[config.mk]
export PLATFORM = sky130hd
export DESIGN_NAME = prfc_lookup_dispatcher
export DESIGN_NICKNAME = d
export VERILOG_FILES = /design/src/rtl/prfc_pkg.sv /design/src/rtl/prfc_timeout_counter.sv /design/src/rtl/prfc_lookup_dispatcher.sv
export SDC_FILE = /design/constraint.sdc
export NUM_CORES = 1
export LEC_CHECK = 0
export CAP_MARGIN = 20
export CELL_PAD_IN_SITES_DETAIL_PLACEMENT = 0
export CELL_PAD_IN_SITES_GLOBAL_PLACEMENT = 2
export CORE_ASPECT_RATIO = 0.9
export CORE_MARGIN = 5
export CORE_UTILIZATION = 26
export CTS_CLUSTER_SIZE = 40
export DETAILED_ROUTE_END_ITERATION = 10
export GPL_ROUTABILITY_DRIVEN = 0
export GPL_TIMING_DRIVEN = 0
export PLACE_DENSITY_LB_ADDON = 0.1
export SLEW_MARGIN = 15
export SYNTH_ARGS = -nofsm -noshare
export SYNTH_HDL_FRONTEND = slang
export SYNTH_SLANG_ARGS = --single-unit
[constraint.sdc]
create_clock -name clk -period 2.5 [get_ports clk]
set_clock_uncertainty 0.2 [all_clocks]
set_input_delay 0.5 -clock clk [delete_from_list [all_inputs] [get_ports clk]]
set_output_delay 0.5 -clock clk [all_outputs]
set_load 0.05 [all_outputs]
[src/rtl/prfc_pkg.sv]
// prfc_pkg: shared types and constants for the classifier lookup dispatcher.
//   disp_state_e    - dispatcher FSM states
//   PRFC_DIM_WIDTH  - default width of one packet dimension
//   NUM_DIMS        - number of header dimensions per lookup
//   PRFC_NO_MATCH   - default result reported when a lookup times out
package prfc_pkg;
    localparam int PRFC_DIM_WIDTH = 16;
    localparam int NUM_DIMS = 6;
    localparam logic [31:0] PRFC_NO_MATCH = 32'hFFFF_FFFF;
    typedef enum logic [2:0] {IDLE, ISSUE, WAIT, RESP, FLUSH} disp_state_e;
endpackage

[src/rtl/prfc_timeout_counter.sv]
// prfc_timeout_counter: cycle counter that flags expiry on its TIMEOUT_CYCLES-th enabled cycle.
//   clk, rst_n - clock, asynchronous active-low reset
//   clr        - synchronous clear to zero (wins over en)
//   en         - count one cycle
//   expire     - counter has reached TIMEOUT_CYCLES-1
module prfc_timeout_counter #(
    parameter int TIMEOUT_CYCLES = 64
) (
    input  logic clk,
    input  logic rst_n,
    input  logic clr,
    input  logic en,
    output logic expire
);
    localparam int CW = $clog2(TIMEOUT_CYCLES) + 1;
    logic [CW-1:0] cnt_q;
    always_ff @(posedge clk or negedge rst_n) begin
        if (!rst_n) cnt_q <= '0;
        else if (clr) cnt_q <= '0;
        else if (en) cnt_q <= cnt_q + 1'b1;
    end
    assign expire = cnt_q == CW'(TIMEOUT_CYCLES - 1);
endmodule

[src/rtl/prfc_lookup_dispatcher.sv]
// prfc_lookup_dispatcher: issues one classifier lookup per accepted header and returns result+tag.
//   hdr_valid/hdr_ready, hdr_dims_0..5, hdr_tag   - tagged header input stream
//   start_lookup, packet_dims_0..5                - lookup request to the classifier
//   lookup_done, lookup_result                    - classifier completion
//   res_valid/res_ready, res_result, res_tag,
//   res_timeout                                   - result output stream
//   busy, stat_timeout_cnt                        - status: not idle, saturating timeout count
module prfc_lookup_dispatcher
    import prfc_pkg::*;
#(
    parameter int DATA_WIDTH = 32,
    parameter int DIM_WIDTH = PRFC_DIM_WIDTH,
    parameter int TAG_WIDTH = 8,
    parameter int TIMEOUT_CYCLES = 64,
    parameter logic [DATA_WIDTH-1:0] NO_MATCH_RESULT = DATA_WIDTH'(PRFC_NO_MATCH)
) (
    input  logic                  clk,
    input  logic                  rst_n,
    input  logic                  hdr_valid,
    output logic                  hdr_ready,
    input  logic [DIM_WIDTH-1:0]  hdr_dims_0,
    input  logic [DIM_WIDTH-1:0]  hdr_dims_1,
    input  logic [DIM_WIDTH-1:0]  hdr_dims_2,
    input  logic [DIM_WIDTH-1:0]  hdr_dims_3,
    input  logic [DIM_WIDTH-1:0]  hdr_dims_4,
    input  logic [DIM_WIDTH-1:0]  hdr_dims_5,
    input  logic [TAG_WIDTH-1:0]  hdr_tag,
    output logic                  start_lookup,
    output logic [DIM_WIDTH-1:0]  packet_dims_0,
    output logic [DIM_WIDTH-1:0]  packet_dims_1,
    output logic [DIM_WIDTH-1:0]  packet_dims_2,
    output logic [DIM_WIDTH-1:0]  packet_dims_3,
    output logic [DIM_WIDTH-1:0]  packet_dims_4,
    output logic [DIM_WIDTH-1:0]  packet_dims_5,
    input  logic                  lookup_done,
    input  logic [DATA_WIDTH-1:0] lookup_result,
    output logic                  res_valid,
    input  logic                  res_ready,
    output logic [DATA_WIDTH-1:0] res_result,
    output logic [TAG_WIDTH-1:0]  res_tag,
    output logic                  res_timeout,
    output logic                  busy,
    output logic [15:0]           stat_timeout_cnt
);
    disp_state_e state_q, state_d;
    logic [DIM_WIDTH-1:0] dims_q [NUM_DIMS];
    logic [DIM_WIDTH-1:0] hdr_dims [NUM_DIMS];
    logic [TAG_WIDTH-1:0] tag_q;
    logic [DATA_WIDTH-1:0] result_q;
    logic timeout_q;
    logic [15:0] stat_q;
    logic capture, take_done, take_to, cnt_clr, cnt_en, expire;

    assign hdr_dims = '{hdr_dims_0, hdr_dims_1, hdr_dims_2, hdr_dims_3, hdr_dims_4, hdr_dims_5};

    prfc_timeout_counter #(.TIMEOUT_CYCLES(TIMEOUT_CYCLES)) u_timeout (
        .clk(clk), .rst_n(rst_n), .clr(cnt_clr), .en(cnt_en), .expire(expire)
    );

    always_ff @(posedge clk or negedge rst_n) begin
        if (!rst_n) state_q <= IDLE;
        else state_q <= state_d;
    end

    // The counter is cleared in ISSUE and RESP so both WAIT and FLUSH start from zero.
    // In WAIT a done arriving on the expiry cycle takes priority over the timeout.
    always_comb begin
        state_d = state_q;
        capture = 1'b0;
        take_done = 1'b0;
        take_to = 1'b0;
        cnt_clr = 1'b0;
        cnt_en = 1'b0;
        case (state_q)
            IDLE: if (hdr_valid) begin
                capture = 1'b1;
                state_d = ISSUE;
            end
            ISSUE: begin
                cnt_clr = 1'b1;
                state_d = WAIT;
            end
            WAIT: begin
                cnt_en = 1'b1;
                take_done = lookup_done;
                take_to = !lookup_done && expire;
                state_d = (lookup_done || expire) ? RESP : WAIT;
            end
            RESP: begin
                cnt_clr = 1'b1;
                state_d = res_ready ? (timeout_q ? FLUSH : IDLE) : RESP;
            end
            FLUSH: begin
                cnt_en = 1'b1;
                state_d = (lookup_done || expire) ? IDLE : FLUSH;
            end
            default: state_d = IDLE;
        endcase
    end

    always_ff @(posedge clk or negedge rst_n) begin
        if (!rst_n) begin
            dims_q <= '{default: '0};
            tag_q <= '0;
            result_q <= '0;
            timeout_q <= 1'b0;
            stat_q <= '0;
        end else begin
            if (capture) begin
                dims_q <= hdr_dims;
                tag_q <= hdr_tag;
            end
            if (take_done) begin
                result_q <= lookup_result;
                timeout_q <= 1'b0;
            end
            if (take_to) begin
                result_q <= NO_MATCH_RESULT;
                timeout_q <= 1'b1;
                stat_q <= stat_q + {15'd0, stat_q != 16'hFFFF};
            end
        end
    end

    assign hdr_ready = state_q == IDLE;
    assign start_lookup = state_q == ISSUE;
    assign res_valid = state_q == RESP;
    assign busy = state_q != IDLE;
    assign packet_dims_0 = dims_q[0];
    assign packet_dims_1 = dims_q[1];
    assign packet_dims_2 = dims_q[2];
    assign packet_dims_3 = dims_q[3];
    assign packet_dims_4 = dims_q[4];
    assign packet_dims_5 = dims_q[5];
    assign res_result = result_q;
    assign res_tag = tag_q;
    assign res_timeout = timeout_q;
    assign stat_timeout_cnt = stat_q;
endmodule

==> reports/results.ini <==
[routing]
vias_per_cell = 4.34
vias = 4635
drc_errors = 0
wl_per_cell_um = 18.7
wirelength_mm = 20.0
drt_iter0_drc = 151
ant_nets = 0
first_pass_iters = 4

[power]
swShare_pct = 46.6
p_sw_w = 0.00728
power_density_nw_per_um2 = 1510
power_frac_clock_pct = 16.3
vdd_drop_max_mv = 0.414
p_leak_nw = 4.30
pwr-share-comb_pct = 55.9
p_int_w = 0.00835
p_seq_share_pct = 27.8

[clock_tree]
htreeDepth = 4
cts_made_buffers = 17
cts_tree = yes
post_cts_buffers = 0
clockRootBuffer = clkbuf_16
clk_latency_ns = 0.42
clkSinkCount = 163
cts_buffer_depth = 2
cts.clk_slew.worst_paths_ns = 0.07

[floorplan]
start_util_pct = 26.4
num_rows = 54
core_um2 = 24300
dieArea_um2 = 27900
die_h_um = 159
io_pins = 298
die_w_um = 175

[timing]
tightest_slew_ns = 0.695
fmax_ghz = 0.409
final-setup-viol-count = 0
relSlewSlack_pct = 53.7
hold_viol_final = 0
finalCriticalPeriod_ns = 2.44
finalCritPeriodShare_pct = 97.8
drv_slew = 0

[setup_path]
path_buf_inv = 1
critPathKind = flip-flop to output port
critPathLaunchType = flip-flop
critical-path-max-stage-delay_ns = 0.85
cp_slowest_cell = clkdlybuf4s50_1
crit_path_end_kind = output port
regToRegStartpoint = stat_timeout_cnt[7]$_DFFE_PN0P_
cp_cell_sequence = clkdlybuf4s50_1
crit_start = stat_timeout_cnt[3]$_DFFE_PN0P_
worstPathArrival_ns = 1.74
cp_max_fo = 6
path_delay_family = buffers and inverters
required_ns = 1.80

[global_routing]
grt_max_degree = 89
first_global_vias = 4998
overflow = 0
grt_pass1_wl_mm = 30.8
grt_usage_pct = 14.3
antenna_found_initial = 4

[logic_synthesis]
synthesis.area_um2 = 6400
yosys_warnings = 0
synthFlopType = dfrtp_1
synth_edf_count = 0
post_synth_inst_count = 426
synth-seq-cells = 163
syn_nets = 571
async_reset_ff_share_pct = 100
ys_seq_area_share_pct = 63.7
syn_area_per_cell_um2 = 15.0
synth.distinct_cells = 36

[job]
max_cap_viol_count = 0

[final_layout]
final_area_um2 = 10400
mostFrequentLayoutCells = clkdlybuf4s50_1, dfrtp_1, mux2_2, o22a_1, mux2_1
fillers = 2217
final_cell_count_no_fill = 1067
final_nets = 889
seqCellArea_um2 = 4080
synthToLayoutAreaGrowth_pct = 62.2
drive_gt1_share_pct = 19.4
multiInputGateArea_um2 = 2160
mostFrequentLayoutCell = clkdlybuf4s50_1

[placed_design]
placed_cells = 1032
dpl_cell_area_um2 = 9790
io_buffers = 297
place_hpwl_mm = 15.5

[min_path]
min-delay-path-class = flip-flop to flip-flop
hold_path.startpoint = packet_dims_5[13]$_DFFE_PN0P_

[outcome]
outcome = completed

-- power groups by stage --
stage	Sequential (W)	Clock, W	Combinational, W
6_report	0.00435	0.00254	0.00874
5_1_grt	0.00451	0.00274	0.00907
4_1_cts	0.00437	0.00264	0.00886
3_5_place_dp	0.00442	0	0.00887
3_3_place_gp	0.00438	0	0.00882
2_1_floorplan	0.00830	0	0.00172
-- path summary, 6_finish.rpt --
path / cells past startpoint / end / slack [ns]
setup / recovery: 1 / stat_timeout_cnt[3] / 0.06
hold / removal: 1 / packet_dims_5[13]$_DFFE_PN0P_ / 0.29
setup reg to reg: 8 / stat_timeout_cnt[6]$_DFFE_PN0P_ / 0.19
hold reg to reg: 1 / packet_dims_5[13]$_DFFE_PN0P_ / 0.29
max in group asynchronous: 3 / packet_dims_3[0]$_DFFE_PN0P_ / 0.78
min in group asynchronous: 2 / packet_dims_0[4]$_DFFE_PN0P_ / 0.48
-- cells in the mapped netlist, types with 2 or more instances --
| cell | number | area [um^2] |
|---|---|---|
| mux2i_1 | 2 | 20.0 |
| o21ai_0 | 2 | 10.0 |
| xnor2_1 | 16 | 140 |
| nand2_1 | 16 | 60.1 |
| nor2_1 | 9 | 33.8 |
| buf_2 | 5 | 25.0 |
| and2_1 | 6 | 37.5 |
| dfrtp_1 | 163 | 4080 |
| ha_1 | 4 | 50.1 |
| mux2_2 | 83 | 935 |
| nand4_1 | 9 | 56.3 |
| nand3_1 | 11 | 55.1 |
| nor3b_1 | 2 | 15.0 |
| a21oi_1 | 2 | 10.0 |
| buf_6 | 8 | 90.1 |
| and3_1 | 4 | 25.0 |
| clkbuf_1 | 5 | 18.8 |
| nor3_1 | 4 | 20.0 |
| mux2_1 | 23 | 259 |
| o22a_1 | 32 | 280 |
| buf_4 | 5 | 37.5 |
-- cell families (layout without fill, tap and decap cells) --
family / after synthesis / after routing / share of synthesized area, %
buf+inv: 24 / 354 / 2.74
mux: 108 / 108 / 19.0
compound gates: 40 / 40 / 5.20
xor+xnor: 17 / 17 / 2.33
flops: 163 / 163 / 63.7
fa+ha+maj: 4 / 4 / 0.782
simple gates: 70 / 70 / 6.27
other cells: 0 / 3 / 0
-- timing repair --
item,in CTS,in global routing
gates resized for setup,17,6
setup endpoints to repair,4,19
hold buffers,1,0
endpoints found under the hold margin,87,0
-- area by class of cell --
class                           instances  share of cell area (%)
Clock inverter                         14                    1.43
Inverter                                1                  0.0361
Clock buffer                           17                    4.10
Antenna cell                            3                  0.0723
Tap cell                              308                    3.71
Timing Repair Buffer                  299                    29.0
Sequential cell                       163                    39.3
Buffer                                 23                    1.66
Multi-Input combinational cell        239                    20.8
-- metal layers --
layer / global-route usage, % / up-vias / share of wire, %
met2: 24.4 / 156 / 50
met3: 4.90 / 12 / 7.4
met4: 3.82 / 2 / 0.96
li1: - / 2170 / -
met1: 17.1 / 2295 / 41
met5: 0 / - / 0.070
-- through the flow --
stage / TNS (ns) / util (%) / power, W / hold slack (ns) / setup WS (ns)
finish: 0 / 42.8 / 0.0156 / 0.286 / 0.0553
detailed placement: -1.20 / 40.4 / 0.0133 / 0.275 / -0.123
floorplan: 0 / - / 0.0100 / 0.00441 / 0.0994
global placement: -996.92 / 40.2 / 0.0132 / 0.270 / -6.13
CTS: 0 / 42.8 / 0.0159 / 0.290 / 0.00643
global route: -0.00982 / 42.8 / 0.0163 / 0.295 / -0.00982
-- state kept, by name (all words and copies together) (netlist names) --
register          count
packet_dims_0        16
packet_dims_1        16
packet_dims_2        16
packet_dims_3        16
packet_dims_4        16
packet_dims_5        16
res_result           32
res_tag               8
res_timeout           1
stat_timeout_cnt     16
state_q               3
u_timeout.cnt_q       7
(Power assumes the default switching activity.)
==> edit (same flow settings) <==
`TIMEOUT_CYCLES` is set to 64 in 2 places; all go to 32.
--- a/src/rtl/prfc_timeout_counter.sv
+++ b/src/rtl/prfc_timeout_counter.sv
@@ -4,7 +4,7 @@
 //   en         - count one cycle
 //   expire     - counter has reached TIMEOUT_CYCLES-1
 module prfc_timeout_counter #(
-    parameter int TIMEOUT_CYCLES = 64
+    parameter int TIMEOUT_CYCLES = 32
 ) (
     input  logic clk,
     input  logic rst_n,
--- a/src/rtl/prfc_lookup_dispatcher.sv
+++ b/src/rtl/prfc_lookup_dispatcher.sv
@@ -11,7 +11,7 @@
     parameter int DATA_WIDTH = 32,
     parameter int DIM_WIDTH = PRFC_DIM_WIDTH,
     parameter int TAG_WIDTH = 8,
-    parameter int TIMEOUT_CYCLES = 64,
+    parameter int TIMEOUT_CYCLES = 32,
     parameter logic [DATA_WIDTH-1:0] NO_MATCH_RESULT = DATA_WIDTH'(PRFC_NO_MATCH)
 ) (
     input  logic                  clk,
Function: no difference found for any inputs over 10 cycles, from zero or initial values and one cycle with rst_n low; that may be too few to reach the edited logic, so the function may still have changed.
==> edit against the original RTL <==
Wire length grew 1.3%; sequential cell count is 1 lower; synthesized area rose by 0.39%; design area increased by 1.9%; setup slack improved by 0.017 ns; final cell count increased by 1.7%; sequential share of layout area down 0.89 points; largest cell class unchanged; total power increased by 0.84%.
==> edit: results (changes against the original RTL) <==
[run_status]
status=complete, no violations

[pwr]
seqPwrFrac_pct=27.8  ; about the same
vdd_drop_max_mv=0.758  ; +83%
power_leakage_nw=4.36  ; +1.3%
power_switching_mw=7.28  ; about the same
p_clk_mw=2.66  ; +5%
swShare_pct=46.2  ; -0.37 points

[placement]
post_dp_cell_area_um2=9890  ; +1.0%
place_ws_ns=-0.365  ; -0.242 ns
hpwl_um=15400  ; -0.92%
port_buffers=297  ; unchanged
dpl.cell_count=1042  ; +0.97%

[critical_path]
cp_max_fo=6  ; unchanged
cp_slowest_cell=nor3_1
max_stage_delay_ns=0.60  ; -0.25 ns
worstPathArrival_ns=2.53  ; +0.79 ns

[drt]
drt_pass1_iterations=4  ; unchanged
via_per_inst=4.44  ; +2.2%
routedWlPerCell_um=18.7  ; -0.39%
drtIter0Drc=143  ; -5.3%

[finish]
clockBufferCount=19  ; +2
buffer_area_share_pct=30.5  ; -0.13 points
multi_input_area_share_pct=21.6  ; +0.89 points
layout.nets=909  ; +2.2%
drive_gt1_share_pct=25.9  ; +6.4 points
seq_cells=162  ; -0.61%
multi_input_cells=244  ; +2.1%
largest_reg_flops=32  ; unchanged
buffers=333  ; +3.4%
multiInputGateArea_um2=2290  ; +6.3%
clk_share_pct=5.59  ; +0.062 points
fillerInstances=2252  ; +1.6%
final_cells=1085  ; +1.7%
inverters=6  ; +5
seq_share_pct=38.4  ; -0.89 points
n_antenna_cell=0  ; -3

[cts]
clk_pin_slew_ns=0.07  ; about the same
root_buffer=clkbuf_16
clk_latency_ns=0.42  ; about the same
cts_buffers=17  ; unchanged
htreeDepth=4  ; unchanged
clockBufferDepth=2  ; unchanged

[synth]
synthDistinctLibCells=37  ; +2.8%
ys_warn_count=0  ; unchanged
synth.cells.most_frequent=dfrtp_1 (162), mux2_2 (106), o22a_1 (32)
syn_nets=581  ; +1.8%
ys_seq_area_share_pct=63.1  ; -0.64 points
synth.area.top_cells=dfrtp_1 (63%), mux2_2 (19%), o22a_1 (4.4%)
synthArstFlopShare_pct=100  ; unchanged
synth_cells=436  ; +2.3%

[global_route]
grt_use_total_pct=14.5  ; +0.29 points
grt_max_degree=94  ; +5.6%
grt_pass1_wl_um=31700  ; +3.1%
grt_pass1_vias=5259  ; +5.2%
antenna_found_initial=1  ; -3

[min_path]
hp-class=register to register

[timing]
tightestPinTransition_ns=0.754  ; +0.0587 ns

[run]
drv_cap=0  ; unchanged

edit: cell types whose count changed in the layout (fill, tap and decap cells not counted), moves of 6 or more:
cell	delta
xor2_1	+8
buf_6	-6
buf_4	+14
dfrtp_2	+7
mux2_2	+23
xnor2_1	-7
dfrtp_1	-8
mux2_1	-23
nand4_1	-6
edit: repair_timing:
item	CTS	global route
hold endpoints to repair	69	0
setup buffers	1	10
resized for setup	18	10
endpoints found under the setup margin	89	74
hold buffers	1	0
pin swaps	1	1
edit: worst paths after layout:
| kind | depth (start not counted) | to | slack (ns) | start |
|---|---|---|---|---|
| setup / recovery | 4 | stat_timeout_cnt[1] | 0.07 | lookup_done |
| hold / removal | 1 | stat_timeout_cnt[14] | 0.29 | stat_timeout_cnt[14] |
| setup reg to reg | 8 | stat_timeout_cnt[8] | 0.08 | stat_timeout_cnt[8] |
| hold reg to reg | 1 | stat_timeout_cnt[14] | 0.29 | stat_timeout_cnt[14] |
| max in group asynchronous | 3 | stat_timeout_cnt[9] | 0.80 | rst_n |
| min in group asynchronous | 2 | packet_dims_1[0] | 0.41 | rst_n |
edit: routing by layer:
metal  wire length (um)  global-route usage [%]
met2               9720                    23.7
met1               8060                    16.9
met3               2220                    7.98
met5                 13                       0
met4                237                    3.40
edit: cell families (layout without fill, tap and decap cells):
logic type / Yosys count / after routing / synth area share [%]
XOR/XNOR: 18 / 18 / 2.45
AO/OA/AOI/OAI: 48 / 48 / 6.02
flip-flops: 162 / 162 / 63.1
adder cells (fa/ha/maj): 4 / 4 / 0.779
multiplexers: 107 / 107 / 18.7
AND/OR/NAND/NOR: 67 / 67 / 6.44
buffers and inverters: 30 / 371 / 2.49
edit: worst max-delay path: cells and delay by family:
family / cells / cell delay (ns)
muxes: 1 / 0.41
buffers and inverters: 1 / 0.45
and+or+nand+nor: 2 / 1.17
